**src/rtl/if_stage.sv**
```systemverilog
// Fetch stage: registers the pre-IF PC and its same-cycle SRAM word, offers it to ID,
// and blocks on ADEF faults until a redirect. Optional counters under IF_PERF_CNT_EN.
module if_stage #(
   parameter logic [31:0] NOP_INST   = 32'h03400000,
   parameter logic [5:0]  ECODE_ADEF = 6'h08
) (
   input  logic        clk,
   input  logic        reset,
   input  logic        pre_valid,
   input  logic [31:0] pre_pc,
   input  logic        pre_excp_adef,
   input  logic [31:0] inst_sram_rdata,
   input  logic        ds_allowin,
   input  logic        br_taken_cancel,
   input  logic        excp_flush,
   input  logic        ertn_flush,
   output logic        fs_allowin,
   output logic        fs_stall,
   output logic        fs_to_ds_valid,
   output logic [31:0] fs_pc,
   output logic [31:0] fs_inst,
   output logic        fs_excp,
   output logic [5:0]  fs_ecode
`ifdef IF_PERF_CNT_EN
   ,
   output logic [31:0] fs_cnt_fetch,
   output logic [31:0] fs_cnt_stall,
   output logic [31:0] fs_cnt_flush
`endif
);

   typedef enum logic [0:0] {
      RUN        = 1'b0,
      EXCP_BLOCK = 1'b1
   } state_t;

   state_t      r_state;
   state_t      w_nextState;

   logic        r_fsValid;
   logic [31:0] r_fsPc;
   logic [31:0] r_fsInst;
   logic        r_fsExcp;
   logic [5:0]  r_fsEcode;

   logic        w_flush;
   logic        w_allowin;
   logic        w_capture;
   logic        w_drain;

   assign w_flush   = br_taken_cancel | excp_flush | ertn_flush;
   assign w_capture = pre_valid & w_allowin & ~w_flush;
   assign w_drain   = r_fsValid & ds_allowin & ~w_capture;

   always_ff @(posedge clk) begin
      if (reset) begin
         r_state <= RUN;
      end else begin
         r_state <= w_nextState;
      end
   end

   // Only a redirect releases the ADEF block; the faulting instruction draining does not.
   always_comb begin
      w_nextState = r_state;
      if (w_flush) begin
         w_nextState = RUN;
      end else if (w_capture && pre_excp_adef) begin
         w_nextState = EXCP_BLOCK;
      end
   end

   always_comb begin
      w_allowin = 1'b0;
      if (r_state == RUN) begin
         w_allowin = ~r_fsValid | ds_allowin;
      end
   end

   always_ff @(posedge clk) begin
      if (reset) begin
         r_fsValid <= 1'b0;
         r_fsPc    <= 32'd0;
         r_fsInst  <= 32'd0;
         r_fsExcp  <= 1'b0;
         r_fsEcode <= 6'd0;
      end else if (w_flush) begin
         r_fsValid <= 1'b0;
      end else if (w_capture) begin
         r_fsValid <= 1'b1;
         r_fsPc    <= pre_pc;
         if (pre_excp_adef) begin
            r_fsInst  <= NOP_INST;
            r_fsExcp  <= 1'b1;
            r_fsEcode <= ECODE_ADEF;
         end else begin
            r_fsInst  <= inst_sram_rdata;
            r_fsExcp  <= 1'b0;
            r_fsEcode <= 6'd0;
         end
      end else if (w_drain) begin
         r_fsValid <= 1'b0;
      end
   end

   assign fs_allowin     = w_allowin;
   assign fs_stall       = ~w_allowin;
   assign fs_to_ds_valid = r_fsValid & ~w_flush;
   assign fs_pc          = r_fsPc;
   assign fs_inst        = r_fsInst;
   assign fs_excp        = r_fsExcp;
   assign fs_ecode       = r_fsEcode;

`ifdef IF_PERF_CNT_EN
   logic [31:0] r_cntFetch;
   logic [31:0] r_cntStall;
   logic [31:0] r_cntFlush;

   always_ff @(posedge clk) begin
      if (reset) begin
         r_cntFetch <= 32'd0;
         r_cntStall <= 32'd0;
         r_cntFlush <= 32'd0;
      end else begin
         if (w_capture) begin
            r_cntFetch <= r_cntFetch + 32'd1;
         end
         if (pre_valid && !w_allowin && !w_flush) begin
            r_cntStall <= r_cntStall + 32'd1;
         end
         if (w_flush) begin
            r_cntFlush <= r_cntFlush + 32'd1;
         end
      end
   end

   assign fs_cnt_fetch = r_cntFetch;
   assign fs_cnt_stall = r_cntStall;
   assign fs_cnt_flush = r_cntFlush;
`endif

endmodule

```
**config.mk**
```make
export PLATFORM = sky130hd
export DESIGN_NAME = if_stage
export DESIGN_NICKNAME = d
export VERILOG_FILES = /design/src/rtl/if_stage.sv
export SDC_FILE = /design/constraint.sdc
export NUM_CORES = 1
export LEC_CHECK = 0
export BUFFER_PORTS_ARGS = -buffer_cell sky130_fd_sc_hd__clkbuf_2
export CORE_ASPECT_RATIO = 2
export CORE_MARGIN = 2
export CORE_UTILIZATION = 46
export DETAILED_ROUTE_END_ITERATION = 8
export GPL_TIMING_DRIVEN = 1
export PLACE_DENSITY = 0.86
export SLEW_MARGIN = 20
export SYNTH_ARGS = -nofsm -noshare
export SYNTH_HDL_FRONTEND = slang
export SYNTH_SLANG_ARGS = --single-unit
```
**constraint.sdc**
```tcl
create_clock -name clk -period 1.75 [get_ports clk]
set_input_delay 0.175 -clock clk [delete_from_list [all_inputs] [get_ports clk]]
set_output_delay 0.175 -clock clk [all_outputs]
set_load 0.1 [all_outputs]
```
## Word-level counts from Yosys, hierarchy flattened

Index checks and enable logic that the tools add are counted.

| word-level totals | value |
|---|---|
| bits in registers | 73 |
| input port bits | 72 |
| output and inout bits | 74 |
| logic and storage cells | 28 |

| cells by class | value |
|---|---|
| mux-type cells | 6 |
| bitwise logic cells | 12 |
| reductions and logical operators | 4 |

Operator list:

| cell | count |
|---|---|
| 2-to-1 mux 32 bit | 1 |
| AND 1 bit | 5 |
| 2-to-1 mux 1 bit | 4 |
| 2-to-1 mux 4 bit | 1 |
| NOT 1 bit | 4 |
| bitwise OR 1 bit | 3 |
| AND reduction 2 bit | 1 |
| nonzero test 2 bit | 1 |
| OR reduction 2 bit | 1 |
| logical AND 1 bit | 1 |

## Depth between registers and ports, before layout

Gate-level depths: netlist of run 1.

| depth | value |
|---|---|
| depth in word-level cells | 9 |
| depth in mapped cells | 5 |

## Worst setup path after synthesis of run 1

No wires, ideal clock.

| timing path | value |
|---|---|
| path kind | reg2out |
| start | register r_fsValid |
| end | output port fs_stall |
| arrival | 3.032 ns |
| data required time | 1.575 ns |
| setup slack | -1.457 ns |
| cell stages (with the launch flop) | 6 |
| path buffers | 2 |
| cell sequence | dfxtp_1 > nor2b_1 > clkbuf_1 > clkbuf_1 > nor2_1 > inv_1 |

| between the ends | value |
|---|---|
| word-level cells in the longest chain between the ends | 4 |

Ends and longest elaborated chain:

| element | line | text |
|---|---|---|
| start, declared | 40 | `logic r_fsValid;` |
| start signal, assigned | 82 | `r_fsValid <= 1'b0;` |
| start signal, assigned | 88 | `r_fsValid <= 1'b0;` |
| start signal, assigned | 90 | `r_fsValid <= 1'b1;` |
| NOT 1 bit | 76 | `w_allowin = ~r_fsValid \| ds_allowin;` |
| bitwise OR 1 bit | 76 |  |
| 2-to-1 mux 1 bit | 75 | `if (r_state == RUN) begin` |
| via fs_allowin | 17 | `output logic fs_allowin,` |
| NOT 1 bit | 107 | `assign fs_stall = ~w_allowin;` |
| end, declared | 18 | `output logic fs_stall,` |

The timed path passes the listed nets, and every way through them passes these cells.

## Worst setup path after layout of run 1

| timing path | value |
|---|---|
| start | register r_fsValid |
| end | output port fs_allowin |

| between the ends | value |
|---|---|
| word-level cells in the longest chain between the ends | 3 |

Ends and longest elaborated chain:

| element | line |
|---|---|
| NOT 1 bit | 76 |
| bitwise OR 1 bit | 76 |
| 2-to-1 mux 1 bit | 75 |
| end, declared | 17 |

No other way between the ends.

==> results of run 1 <==
-- cell families (layout without fill, tap and decap cells) --
family	Yosys count	after routing	synth area share, %
compound gates	74	74	15.38
mux	29	29	9.543
buf+inv	46	170	7.198
flops	67	67	44.10
simple gates	105	105	23.65
other cells	1	5	0.1233
-- power by group through the flow --
stage	Sequential [mW]	Clock, mW	Combinational (mW)
6_report	1.57	1.93	0.567
5_1_grt	1.57	2.04	0.600
4_1_cts	1.57	1.97	0.568
3_5_place_dp	1.60	0	0.568
3_3_place_gp	1.60	0	0.564
2_1_floorplan	1.79	0	0.236
-- worst paths after layout --
check	to	slack, ns	startpoint
setup reg to reg	fs_pc[5]	0.41	r_state
setup / recovery	fs_allowin	0.10	r_fsValid
hold reg to reg	fs_pc[21]	0.47	fs_pc[21]
hold / removal	fs_inst[31]	0.08	inst_sram_rdata[31]
-- layer usage --
layer | up-vias | track usage, % | wire, µm
li1 | 1419 | - | -
met1 | 1312 | 27.60 | 3309
met2 | 139 | 30.72 | 3415
met3 | 8 | 6.298 | 712
met4 | 0 | 7.181 | 98
met5 | - | 0 | 0
-- cell usage in the layout (no fill, tap or decap), types with 9 or more instances in the layout --
master	instances
dfxtp_1	67
clkbuf_2	138
mux2i_1	29
clkbuf_16	9
o31ai_1	33
nand4_1	33
a21oi_1	33
buf_4	11
or3b_2	27
nand2b_1	31
-- registers in the layout, summed over array words and instances (netlist names) --
register / flops
fs_ecode: 1
fs_inst: 32
fs_pc: 32
r_fsValid: 1
r_state: 1
-- metrics by stage --
step / util (%) / TNS [ns] / total power [mW]
5_1_grt: 63.79 / 0 / 4.210
3_3_place_gp: 58.76 / 0 / 2.164
6_report: 63.79 / 0 / 4.067
3_5_place_dp: 58.76 / 0 / 2.169
2_1_floorplan: - / -0.3409 / 2.027
4_1_cts: 63.79 / 0 / 4.107
-- worst max-delay path: cells and delay by family, from the launching register on --
kind | cells | cell delay, ns
buffers and inverters | 1 | 0.48
DFF | 1 | 0.31
and+or+nand+nor | 2 | 0.36
-- final cells by class --
class                   count  area, µm²
fillers                   593       2360
well taps                  88      110.1
flip-flops and latches     67       1341
inverters                   1      7.507
multi-input cells         213       1516
repair buffers            153      853.3
clock inverters             5      75.07
clock buffers              11      252.7
==> summary.md, run 1 <==
| Metric | Value |
|---|---|
| Total inserted antenna cells | `0` |
| CTS Root Buffer Type | `clkbuf_16` |
| Vias in the first global route | `between 2,000 and 3,000` |
| DP Cell Count | `~520` |
| Post-synthesis instance total | `322` |
| Worst Clk Skew | `approximately 0.0028 ns` |
| Cell Chain, Critical Path | `nor2b_2 -> nor2_4 -> clkbuf_2` |
| Final net count | `517` |
| Largest net degree at the start of global routing | `96` |
| Final hold slack | `0.08465 ns` |
| Post-route cell area | `4156 µm²` |
| Primary FF master, synth | `dfxtp_1` |
| WL per Instance | `approximately 14 µm` |
| Placed inst area | `3829 µm²` |
| PnR worst setup slack | `about 0.10 ns` |
| Leak pwr | `between 1.5 and 2 nW` |
| Synth top area share | `roughly 44%` |
| Endpoints failing hold | `0` |
| Initial antenna violation count | `0` |
| Synth unique cells | `24` |
| Post-DRT Antenna Nets | `0` |
| IO Count | `146` |
| Internal power | `3.028 mW` |
| FFs w/ async S/R, synth | `0%` |
| RSZ-0062 raised after global routing | `false` |
| CTS max path bufs | `2` |
| Die Y | `~120 µm` |
| Clock Power Share | `47.5%` |
| Number of core rows | `42` |
| Pwr/cell area | `978.5 nW/µm²` |
| Number of synthesized flops with an enable pin | `0` |
| Pre-CTS setup slack | `between 0.2 and 0.25 ns` |
| Clock-pin slew on the worst setup and hold paths | `roughly 0.050 ns` |
| Total wire length | `7535 µm` |
| Gate power share | `13.9%` |
| Hold depth | `3` |
| Skew-Pair Late Insertion Delay | `0.32 ns` |
| Crit Path Max Fanout | `4` |
| Cts hold-fix bufs | `0` |
| Synthesized cell area | `3042 µm²` |
| Post-synth top area cell | `dfxtp_1` |
| NetSw | `a little over 1 mW` |
| CP endpoint kind | `output port` |
| MaxCap Viol Count | `0` |
| Total setup buffers inserted after CTS | `0` |
| Die Span X | `61.50 µm` |
| Gr usage total | `20.57%` |
| Initial Util | `46.68%` |
| PostCTS Resize Cnt | `0` |
| Synthesis-to-finish area growth | `36.65%` |
| Min Tclk post-route | `1.647 ns` |
| Finish-stage setup viols | `0` |
| Iteration-0 DRC count of the detailed router | `between 200 and 250` |
| CP Class | `register to output port` |
| Status | `finished clean` |
| Layout cells sized above 1 | `45.11%` |
| Flop pwr share | `roughly two fifths` |
| GR Overflow Total | `0` |
| Max Clk Rate | `roughly 610 MHz` |
| Post-detail-place hpwl | `5111 µm` |
| Top-count cell post-synth | `dfxtp_1` |
| Switch share | `25.55%` |
| Max Slew Vio Count | `0` |
| Top post-synthesis cells by count | `67 x dfxtp_1, 33 x a21oi_1, 33 x nand4_1, 33 x o31ai_1` |
| Synth warn | `0` |
| Register bit total from synthesis | `67` |
| IO buf count | `140` |
| Peak supply drop | `roughly 0.76 mV` |
| CP max stage delay | `about 0.48 ns` |
| Drt first pass iters | `4` |
| Critical Path AT | `1.47 ns` |
| Gpl congestion | `0.7267` |
| Syn avg cell area | `9.446 µm²` |
| Max-slew headroom | `63.22%` |
| Area contributors post-synth | `dfxtp_1 44%, mux2i_1 9.5%, o31ai_1 8.1%, or3b_2 7.8%, nand4_1 6.8%` |
| CTS tree | `built` |
| CTS Sinks | `67` |
| Core area | `approximately 6500 µm²` |
| Type of origin of the critical path | `register` |
| Worst slew pin tran | `0.5540 ns` |
| Vias | `2,878` |
| Finished Layout Cells | `538` |
| Register-to-Register Path Depth | `4` |
| Post-synthesis sequential area ratio | `44.10%` |
| Num CTS Buffers | `9` |
| Vias per cell | `5.349` |
| Total die area | `7319 µm²` |
| Tcrit/Tclk final | `94.10%` |
| DRC viols | `0` |
| Worst Path Required | `between 1.5 and 2 ns` |
| Global-route wire length before repair | `11,770 µm` |
| Max H-tree Level | `3` |
| Hold WC Path Type | `primary input to register` |
| CP max-delay cell | `clkbuf_2` |
Note: power is estimated with default switching activity, not from simulation.
==> inputs of run 2 (changes only) <==
CORE_MARGIN = unset   (was 2)
==> summary.md, run 2 (synthesis gave the netlist of run 1 again) <==
| Metric | Value |
|---|---|
| Die Span X | `59.50 µm (was 61.50 µm)` |
| Leading cell types in the layout, fill and taps excluded | `138 x clkbuf_2, 67 x dfxtp_1, 33 x nand4_1, 33 x o31ai_1, 33 x a21oi_1 (unchanged)` |
| Total die area | `6962 µm² (was 7319 µm²)` |
| IO buf count | `140 (unchanged)` |
| Die Y | `117 µm (was 119 µm)` |
| Synthesis-to-finish area growth | `35.34% (was 36.65%)` |
| Skew-Pair Late Insertion Delay | `0.32 ns (about the same)` |
| DP Cell Count | `519 (was 522)` |
| IO Count | `146 (unchanged)` |
| GR Util met2 | `40.67% (was 30.72%)` |
| Num CTS Buffers | `9 (unchanged)` |
| Finish-stage setup viols | `0 (unchanged)` |
| M3 GR Usage | `5.385% (was 6.298%)` |
| Most common cell after layout, fill and taps aside | `clkbuf_2 (unchanged)` |
| Min Tclk post-route | `1.622 ns (was 1.647 ns)` |
| Vias | `2,948 (was 2,878)` |
| Tcrit/Tclk final | `92.71% (was 94.10%)` |
| Pwr/cell area | `918.5 nW/µm² (was 978.5 nW/µm²)` |
| Max H-tree Level | `3 (unchanged)` |
| CP endpoint kind | `output port (unchanged)` |
| Setup TNS Final | `0 ns (unchanged)` |
| Crit Path Max Fanout | `9 (was 4)` |
| Peak supply drop | `0.5702 mV (was 0.7603 mV)` |
| Initial Util | `47.82% (was 46.68%)` |
| Largest net degree at the start of global routing | `96 (unchanged)` |
| GR Overflow Total | `0 (unchanged)` |
| Post-DRT Antenna Nets | `0 (unchanged)` |
| Final net count | `516 (was 517)` |
| CTS Sinks | `67 (unchanged)` |
| Status | `finished clean (unchanged)` |
| DRC viols | `0 (unchanged)` |
| Type of origin of the critical path | `register (unchanged)` |
| Layout cells sized above 1 | `44.64% (was 45.11%)` |
| Vias in the first global route | `2,640 (was 2,546)` |
| Post-detail-place hpwl | `5396 µm (was 5111 µm)` |
| MaxCap Viol Count | `0 (unchanged)` |
| Total inserted antenna cells | `0 (unchanged)` |
| Initial antenna violation count | `0 (unchanged)` |
| Leak pwr | `1.689 nW (was 1.710 nW)` |
| Number of core rows | `41 (was 42)` |
| Global-route wire length before repair | `12,130 µm (was 11,770 µm)` |
| Worst slew pin tran | `0.5526 ns (was 0.5540 ns)` |
| Final core utilization | `64.71% (was 63.79%)` |
| Max-slew headroom | `63.32% (was 63.22%)` |
| CTS tree | `built (unchanged)` |
| Total setup buffers inserted after CTS | `0 (unchanged)` |
| Core area | `6361 µm² (was 6516 µm²)` |
| Fill cells | `539 (was 593)` |
| Layer with the highest usage | `met2 (unchanged)` |
| PnR worst setup slack | `0.1276 ns (was 0.1032 ns)` |
| CTS Root Buffer Type | `clkbuf_16 (unchanged)` |
| M1 GR Usage | `25.26% (was 27.60%)` |
| Pre-CTS setup slack | `0.2127 ns (was 0.2436 ns)` |
| Worst Clk Skew | `0.004056 ns (was 0.002789 ns)` |
| Clock-pin slew on the worst setup and hold paths | `0.05 ns (about the same)` |
| Hold WC Path Type | `primary input to register (unchanged)` |
| Vias per cell | `5.521 (was 5.349)` |
| Max Slew Vio Count | `0 (unchanged)` |
| Iteration-0 DRC count of the detailed router | `151 (was 221)` |
| Critical Path AT | `1.45 ns (was 1.47 ns)` |
| Gpl congestion | `0.7814 (was 0.7267)` |
| Gr usage total | `23.05% (was 20.57%)` |
| Endpoints failing hold | `0 (unchanged)` |
| RSZ-0062 raised after global routing | `false (unchanged)` |
| Max Clk Rate | `616.4 MHz (was 607.2 MHz)` |
| Finished Layout Cells | `534 (was 538)` |
| Drt first pass iters | `4 (unchanged)` |
| Total wire length | `7722 µm (was 7535 µm)` |
| CP Class | `register to output port (unchanged)` |
| CTS max path bufs | `2 (unchanged)` |
| WL per Instance | `14.46 µm (was 14.01 µm)` |
| Worst Path Required | `1.57 ns (about the same)` |
-- run 2: cell count changes in the layout (fill, tap and decap cells not counted) --
cell / previous run / this run
clkbuf_1: 0 / 1
buf_4: 11 / 9
clkinv_2: 3 / 2
bufinv_16: 2 / 0
buf_12: 4 / 5
nor2b_2: 2 / 1
nor2b_4: 0 / 1
clkbuf_8: 2 / 3
-- run 2: final cells by class --
cell class                 instances  area (µm²)  share of cell area (%)
clock buffer                      13       270.3                   6.565
clock inverter                     2       10.01                  0.2432
inverter                           1       7.507                  0.1824
multi-input combinational        213        1521                   36.96
sequential                        67        1341                   32.58
tap                               86       107.6                   2.614
timing repair buffer             152       858.3                   20.85
-- run 2: worst max-delay path, stage by stage (launching register included) --
cell	delay [ns]
dfxtp_1	0.35
nor2b_4	0.32
nor2_4	0.09
clkbuf_2	0.37
-- run 2: metrics by stage --
stage	hold WS, ns	power, mW	instance area [µm²]
after floorplan	0.3171	2.027	3083
after global placement	0.4085	2.158	3831
after detailed placement	0.4193	2.169	3831
after CTS	0.07730	3.820	4116
after global routing	0.08484	3.919	4116
final	0.09046	3.781	4116
-- run 2: final timing paths --
path,start,depth (start not counted),slack [ns],endpoint
worst min-delay path,pre_pc[0],3,0.09,fs_pc[0]
worst max register to register,r_state,4,0.35,fs_pc[10]
worst min register to register,fs_pc[25],2,0.47,fs_pc[25]
worst max-delay path,r_fsValid,3,0.13,fs_allowin
-- run 2: per-layer routing --
layer | vias to the layer above | part of all wire [%]
li1 | 1418 | -
met3 | 14 | 5.5
met4 | 0 | 2.1
met5 | - | 0
met1 | 1385 | 39
met2 | 131 | 54
-- run 2: repair_timing --
item                       4_1_cts  5_1_grt
setup endpoints to repair        1        0
hold buffers                     0        0
resized for setup                1        0
-- run 2: where the power goes --
part	switching, mW	total [mW]	internal (mW)
Combinational	0.409	0.568	0.158
Sequential	0.0161	1.57	1.56
Clock	0.582	1.64	1.06
